`src/rtl/sound_dsm_dac_pkg.sv`:
```
// ---------------------------------------------------------------------------
// sound_dsm_dac_pkg
// Shared definitions for the sound output DAC path.
//   SAMPLE_WIDTH      : width of the mixed PCM sample carried by the sound
//                       interface; must match SOUND_IF.Signal.
//   to_offset_binary  : two's-complement sample -> offset-binary code
//                       (most negative -> 0, zero -> mid-scale).
// ---------------------------------------------------------------------------
package sound_dsm_dac_pkg;

    localparam int SAMPLE_WIDTH = 16;

    // Adding 2^(W-1) modulo 2^W is the same as inverting the MSB.
    function automatic logic [SAMPLE_WIDTH-1:0] to_offset_binary(
        input logic signed [SAMPLE_WIDTH-1:0] s
    );
        return {~s[SAMPLE_WIDTH-1], s[SAMPLE_WIDTH-2:0]};
    endfunction

endpackage

```
`src/rtl/dsm_modulator_1st.sv`:
```
// ---------------------------------------------------------------------------
// dsm_modulator_1st
// First-order delta-sigma modulator. Every MOD_DIV clocks the unsigned level
// U is added into a WIDTH-bit accumulator; the carry out is the output bit,
// so the long-run density of ones on DOUT is U / 2^WIDTH.
// Ports:
//   CLK      in   system clock
//   RESET_n  in   asynchronous active-low reset
//   U        in   WIDTH  offset-binary level to modulate
//   DOUT     out  1      registered bitstream
// ---------------------------------------------------------------------------
module dsm_modulator_1st
    import sound_dsm_dac_pkg::*;
#(
    parameter int WIDTH   = SAMPLE_WIDTH,
    parameter int MOD_DIV = 1
) (
    input  logic             CLK,
    input  logic             RESET_n,
    input  logic [WIDTH-1:0] U,
    output logic             DOUT
);

    // Divider width; at least one bit so MOD_DIV=1 still elaborates.
    localparam int MDW = (MOD_DIV > 1) ? $clog2(MOD_DIV) : 1;

    logic [MDW-1:0] mod_cnt;
    logic           mod_step;
    logic [WIDTH-1:0] acc;
    logic [WIDTH:0]   sum;

    assign mod_step = (mod_cnt == MDW'(MOD_DIV - 1));
    assign sum      = {1'b0, acc} + {1'b0, U};

    always_ff @(posedge CLK or negedge RESET_n) begin
        if (!RESET_n) begin
            mod_cnt <= '0;
            acc     <= '0;
            DOUT    <= 1'b0;
        end else begin
            if (mod_step) begin
                mod_cnt <= '0;
                acc     <= sum[WIDTH-1:0];
                DOUT    <= sum[WIDTH];
            end else begin
                mod_cnt <= mod_cnt + MDW'(1);
            end
        end
    end

endmodule

```
`src/rtl/sound_dsm_dac.sv`:
```
// ---------------------------------------------------------------------------
// sound_dsm_dac
// Converts the mixed signed PCM sample to a 1-bit delta-sigma stream for an
// external RC filter, with a soft-start / soft-mute gain ramp so reset, boot
// and mute transitions do not pop.
// Ports:
//   CLK         in   system clock
//   RESET_n     in   asynchronous active-low reset
//   SIGNAL      in   IN_WIDTH      signed PCM sample (two's complement)
//   MUTE        in   1             1 = ramp gain to 0, 0 = ramp to full scale
//   DOUT        out  1             registered delta-sigma bitstream
//   GAIN        out  GAIN_BITS+1   current gain (2^GAIN_BITS = unity)
//   SAMPLE_STB  out  1             high for the cycle a sample is captured
// ---------------------------------------------------------------------------
module sound_dsm_dac
    import sound_dsm_dac_pkg::*;
#(
    parameter int IN_WIDTH   = SAMPLE_WIDTH,
    parameter int SAMPLE_DIV = 256,
    parameter int GAIN_BITS  = 8,
    parameter int MOD_DIV    = 1
) (
    input  logic                 CLK,
    input  logic                 RESET_n,
    input  logic [IN_WIDTH-1:0]  SIGNAL,
    input  logic                 MUTE,
    output logic                 DOUT,
    output logic [GAIN_BITS:0]   GAIN,
    output logic                 SAMPLE_STB
);

    localparam int SW = $clog2(SAMPLE_DIV);
    localparam int GW = GAIN_BITS + 1;
    // Two guard bits: one for the sign of the gain operand, one headroom.
    localparam int PW = IN_WIDTH + GAIN_BITS + 2;
    localparam logic [GW-1:0] GAIN_FULL = {1'b1, {GAIN_BITS{1'b0}}};

    logic [SW-1:0]              samp_cnt;
    logic signed [IN_WIDTH-1:0] sample_r;
    logic [GW-1:0]              gain_r;
    logic [GW-1:0]              gain_tgt;
    logic signed [PW-1:0]       samp_ext;
    logic signed [PW-1:0]       gain_ext;
    logic signed [PW-1:0]       prod;
    logic signed [IN_WIDTH-1:0] scaled_r;
    logic [IN_WIDTH-1:0]        u_off;

    assign SAMPLE_STB = (samp_cnt == SW'(SAMPLE_DIV - 1));
    assign GAIN       = gain_r;
    assign gain_tgt   = MUTE ? '0 : GAIN_FULL;

    // Sample divider, capture register and gain ramp. The ramp moves one
    // step per captured sample toward the target, so it cannot overshoot.
    always_ff @(posedge CLK or negedge RESET_n) begin
        if (!RESET_n) begin
            samp_cnt <= '0;
            sample_r <= '0;
            gain_r   <= '0;
        end else if (SAMPLE_STB) begin
            samp_cnt <= '0;
            sample_r <= SIGNAL;
            if (gain_r < gain_tgt) begin
                gain_r <= gain_r + GW'(1);
            end else if (gain_r > gain_tgt) begin
                gain_r <= gain_r - GW'(1);
            end
        end else begin
            samp_cnt <= samp_cnt + SW'(1);
        end
    end

    // Gain is non-negative, so it is zero-extended into the signed operand.
    assign samp_ext = {{(PW-IN_WIDTH){sample_r[IN_WIDTH-1]}}, sample_r};
    assign gain_ext = {{(PW-GW){1'b0}}, gain_r};
    assign prod     = samp_ext * gain_ext;

    // |gain| <= 2^GAIN_BITS, so the shifted product always fits IN_WIDTH.
    always_ff @(posedge CLK or negedge RESET_n) begin
        if (!RESET_n) begin
            scaled_r <= '0;
        end else begin
            scaled_r <= IN_WIDTH'(prod >>> GAIN_BITS);
        end
    end

    generate
        if (IN_WIDTH == SAMPLE_WIDTH) begin : g_pkg_offset
            assign u_off = to_offset_binary(scaled_r);
        end else begin : g_local_offset
            assign u_off = {~scaled_r[IN_WIDTH-1], scaled_r[IN_WIDTH-2:0]};
        end
    endgenerate

    dsm_modulator_1st #(
        .WIDTH   (IN_WIDTH),
        .MOD_DIV (MOD_DIV)
    ) u_mod (
        .CLK     (CLK),
        .RESET_n (RESET_n),
        .U       (u_off),
        .DOUT    (DOUT)
    );

endmodule

```
`config.mk`:
```
export PLATFORM = sky130hd
export DESIGN_NAME = sound_dsm_dac
export DESIGN_NICKNAME = d
export VERILOG_FILES = /design/src/rtl/sound_dsm_dac_pkg.sv /design/src/rtl/dsm_modulator_1st.sv /design/src/rtl/sound_dsm_dac.sv
export SDC_FILE = /design/constraint.sdc
export NUM_CORES = 1
export LEC_CHECK = 0
export CAP_MARGIN = 40
export CORE_MARGIN = 10
export CORE_UTILIZATION = 55
export CTS_CLUSTER_SIZE = 10
export DETAILED_ROUTE_END_ITERATION = 6
export PLACE_DENSITY_LB_ADDON = 0.3
export SYNTH_ARGS = -nofsm -noshare
export SYNTH_HDL_FRONTEND = slang
export SYNTH_SLANG_ARGS = --single-unit
```
`constraint.sdc`:
```
create_clock -name CLK -period 4.8 [get_ports CLK]
set_input_delay 0.48 -clock CLK [delete_from_list [all_inputs] [get_ports CLK]]
set_output_delay 0.48 -clock CLK [all_outputs]
set_load 0.01 [all_outputs]
```
==> results by group <==
Synthesis
  • Top_reg_cell synth: dfrtp_1
  • Compound-Gate Fraction of Synth Area: 5.63%
  • Synth Warn #: 0
  • Unique masters post-synth: 41
  • Synth Area in XOR/XNOR: 5.04%
  • Synth top area cells: fa_1 30%, dfrtp_1 21%, ha_1 12%
  • Multiplexer share of the synthesized area: 0.144%
  • Synth top area share: 29.7%
  • Avg Synthesized Cell Area: 9.26 um2
  • Largest family of logic cells by synthesized area: adder cells
  • Synth Net Count: 1056
  • #FFs+latches synth: 66
  • Sequential area share after synthesis: 21.1%
  • Simple-gate share of the synthesized area: 17.4%
  • Synth async-reset ratio: 100%
  • Number of synthesized flops with an enable pin: 0
  • Post-Synth Adder-Cell Area: 41.8%
  • Largest area contributor in the netlist: fa_1
  • Post-synthesis cell count: 845
  • Post-synthesis cell area: 7830 um2

CTS
  • Sink Count: 66
  • Clock buffer depth: 2
  • Clock slew at reported path FFs: 60 ps
  • CTS tree: yes
  • Clock latency at the later pin of the worst-skew pair: 340 ps
  • Root Buffer Master: clkbuf_16
  • Hold buffers post-CTS: 0
  • Clock H-tree levels: 3
  • Num CTS Buffers: 9

Critical path
  • Reg2reg start: GAIN[3]
  • CP Class: register to register
  • Required time of the critical path: 5060 ps
  • Reg2reg end: scaled_r[15]
  • Flop2flop setup slack: -280 ps
  • Setup crit end kind: register
  • Reg2Reg Depth: 18
  • CP endpoint: scaled_r[15]
  • CP Max Fanout: 5
  • Critical Path AT: 5340 ps
  • Startpoint types: register
  • Critical path startpoint: GAIN[3]

Floorplanning
  • Die ar.: 19400 um2
  • Die height: 139 um
  • Initial Util: 56.2%
  • Site Rows: 43
  • IO Pins: 30
  • Die W: 139 um
  • Core area: 13900 um2

Drt
  • Avg WL per Cell: 14.4 um
  • Post-route ant nets: 0
  • Vias: 5854
  • DRC Markers: 0
  • Post-Route WL: 16600 um
  • Vias/cell: 5.08
  • Starting DRC count in detailed routing: 325
  • DR pass1 iterations: 5

STA
  • Clock skew: 10.6 ps
  • Tmin final: 5080 ps
  • Setup ws final: -281 ps
  • FMAX: 197 MHz
  • Setup violators final: 10
  • Worst Tran Pin Value: 816 ps
  • Final Max Slew Viols: 0
  • Max-slew headroom: 45.6%
  • Fin crit share: 106%
  • Fin. Hold Viols: 0
  • RSZ-0062 raised after global routing: true

Finish
  • Fill cells: 984
  • Area of the multi-input gates: 5800 um2
  • Final nets: 1178
  • Number of diodes: 0
  • Final Instance Count excl. Fillers: 1152
  • Reg area: 1670 um2
  • Layout cells sized above 1: 21.2%
  • Fin util: 70.1%
  • Synth-to-Final Area Change: 24.8%

Power and ir drop
  • Int Pwr: 940 uW
  • Power Dens Cells: 125 nW/um2
  • Static leakage: 0.00482 uW
  • Switch Pwr: 275 uW
  • VDD IR max: 0.000146 V
  • Comb power frac: 3.7%
  • Seq pwr share: 45.8%
  • Clock power frac: 50.5%
  • Switching Share: 22.6%

GRT
  • GRT Total Usage: 17.4%
  • Initial antenna violation count: 0
  • Grt total ovfl: 0
  • Largest net degree at the start of global routing: 67
  • First-pass GRT wire length: 28500 um
  • Number of global-route vias before repair: 6171

Worst hold path
  • Type of the worst min-delay path: primary input to asynchronous set/reset pin

Placed design
  • Placed Instances: 1105
  • Post-DP HPWL: 12600 um
  • PortBufs: 29
  • GP Congestion: 0.876

Status
  • Failing checks: setup timing
  • Status: finished with violations

Flow run
  • Max-cap violations: 0
[cells in the final DEF (no fill, tap or decap), types with 5 or more instances in the layout]
master and count:
inv_2 9, dfrtp_2 12, ha_1 66, nand2_1 136, ha_4 9, dfrtp_1 54
buf_6 17, and2_1 66, nand2_2 10, clkdlybuf4s50_1 28, or3_1 5, a21oi_1 16
o21ai_0 18, fa_1 110, nand3_1 10, fa_2 6, buf_4 95, nor2_1 27
o21bai_1 5, and2_4 5, xor2_1 12, inv_1 142, clkbuf_16 9, xnor2_1 32
[power groups by stage]
stage | Sequential (uW) | Combinational, uW | Clock, uW
after CTS | 557 | 46.2 | 625
after detailed placement | 567 | 46.0 | 0
after floorplan | 567 | 16.7 | 0
after global routing | 556 | 52.7 | 648
after global placement | 567 | 44.6 | 0
final | 557 | 45.2 | 614
[layer usage]
metal  up-vias  GRT usage, %  share of wire (%)
met3        25          3.88                4.8
met4         0          5.38                1.8
met1      2888          22.4                 45
li1       2821             -                  -
met2       120          28.4                 48
met5         -             0                  0
[what timing repair did]
item,CTS,global route
setup endpoints to repair,8,12
pin swaps,17,43
resized for setup,26,56
buffers inserted,13,20
[worst max-delay path, cell delays in order (launching register included)]
cell,delay [ps]
dfrtp_2,430
buf_6,140
nand2_1,70
fa_1,550
inv_1,50
fa_1,480
ha_4,290
fa_1,420
fa_1,520
ha_4,210
a211oi_4,210
nor2_4,90
nor4_4,350
nor3b_4,80
a211o_1,360
and2_4,170
o21a_4,200
a211oi_2,230
xnor2_1,140
[cell type report]
type	count	area share [%]
clock buffer	11	2.49
clock inverter	5	0.320
inverter	151	5.81
multi-input combinational	596	59.4
sequential	66	17.1
tap	180	2.31
timing repair buffer	143	12.6
[logic make-up after synthesis]
logic type,count (synthesis)
xor+xnor,45
simple gates,287
flops,66
buf+inv,183
fa+ha+maj,192
compound gates,71
mux,1
[through the flow]
| step | instance area [um2] | worst slack (ps) | total power (uW) | hold WS (ps) | setup TNS [ps] |
|---|---|---|---|---|---|
| after detailed placement | 8940 | -240 | 613 | 461 | -915 |
| after CTS | 9360 | -189 | 1230 | 350 | -691 |
| after global placement | 8940 | -171 | 611 | 453 | -476 |
| final | 9760 | -281 | 1220 | 322 | -1340 |
| after global routing | 9760 | -413 | 1260 | 407 | -2860 |
| after floorplan | 8030 | -123 | 583 | 184 | -201 |
[synthesized netlist by cell type (2+ instances only)]
cell / instances
a211o_1: 2
a211oi_1: 5
a21boi_0: 2
a21o_1: 4
a21oi_1: 20
and2_1: 69
and2_4: 2
and3_1: 4
clkbuf_1: 30
dfrtp_1: 66
fa_1: 116
ha_1: 76
inv_1: 151
nand2_1: 149
nand2b_1: 3
nand3_1: 10
nor2_1: 30
nor2b_1: 4
nor3_1: 4
nor4_1: 3
o21a_1: 4
o21ai_0: 20
o21ai_1: 2
o21bai_1: 5
or3_1: 5
xnor2_1: 33
xor2_1: 12
[flip-flops by register name, indices dropped and copies added (netlist names)]
register / count
samp_cnt: 8
scaled_r: 16
GAIN: 9
u_mod.DOUT: 1
sample_r: 16
u_mod.acc: 16
[worst min-delay path by stage]
stage / end / slack [ps] / startpoint
6_report: samp_cnt[3] / 320 / RESET_n
5_1_grt: samp_cnt[2] / 410 / RESET_n
4_1_cts: samp_cnt[2] / 350 / RESET_n
3_5_place_dp: u_mod.acc[0] / 460 / u_mod.acc[0]
3_3_place_gp: u_mod.acc[0] / 450 / u_mod.acc[0]
2_1_floorplan: GAIN[0] / 180 / RESET_n
No activity file was read; power rests on OpenSTA's default activity.
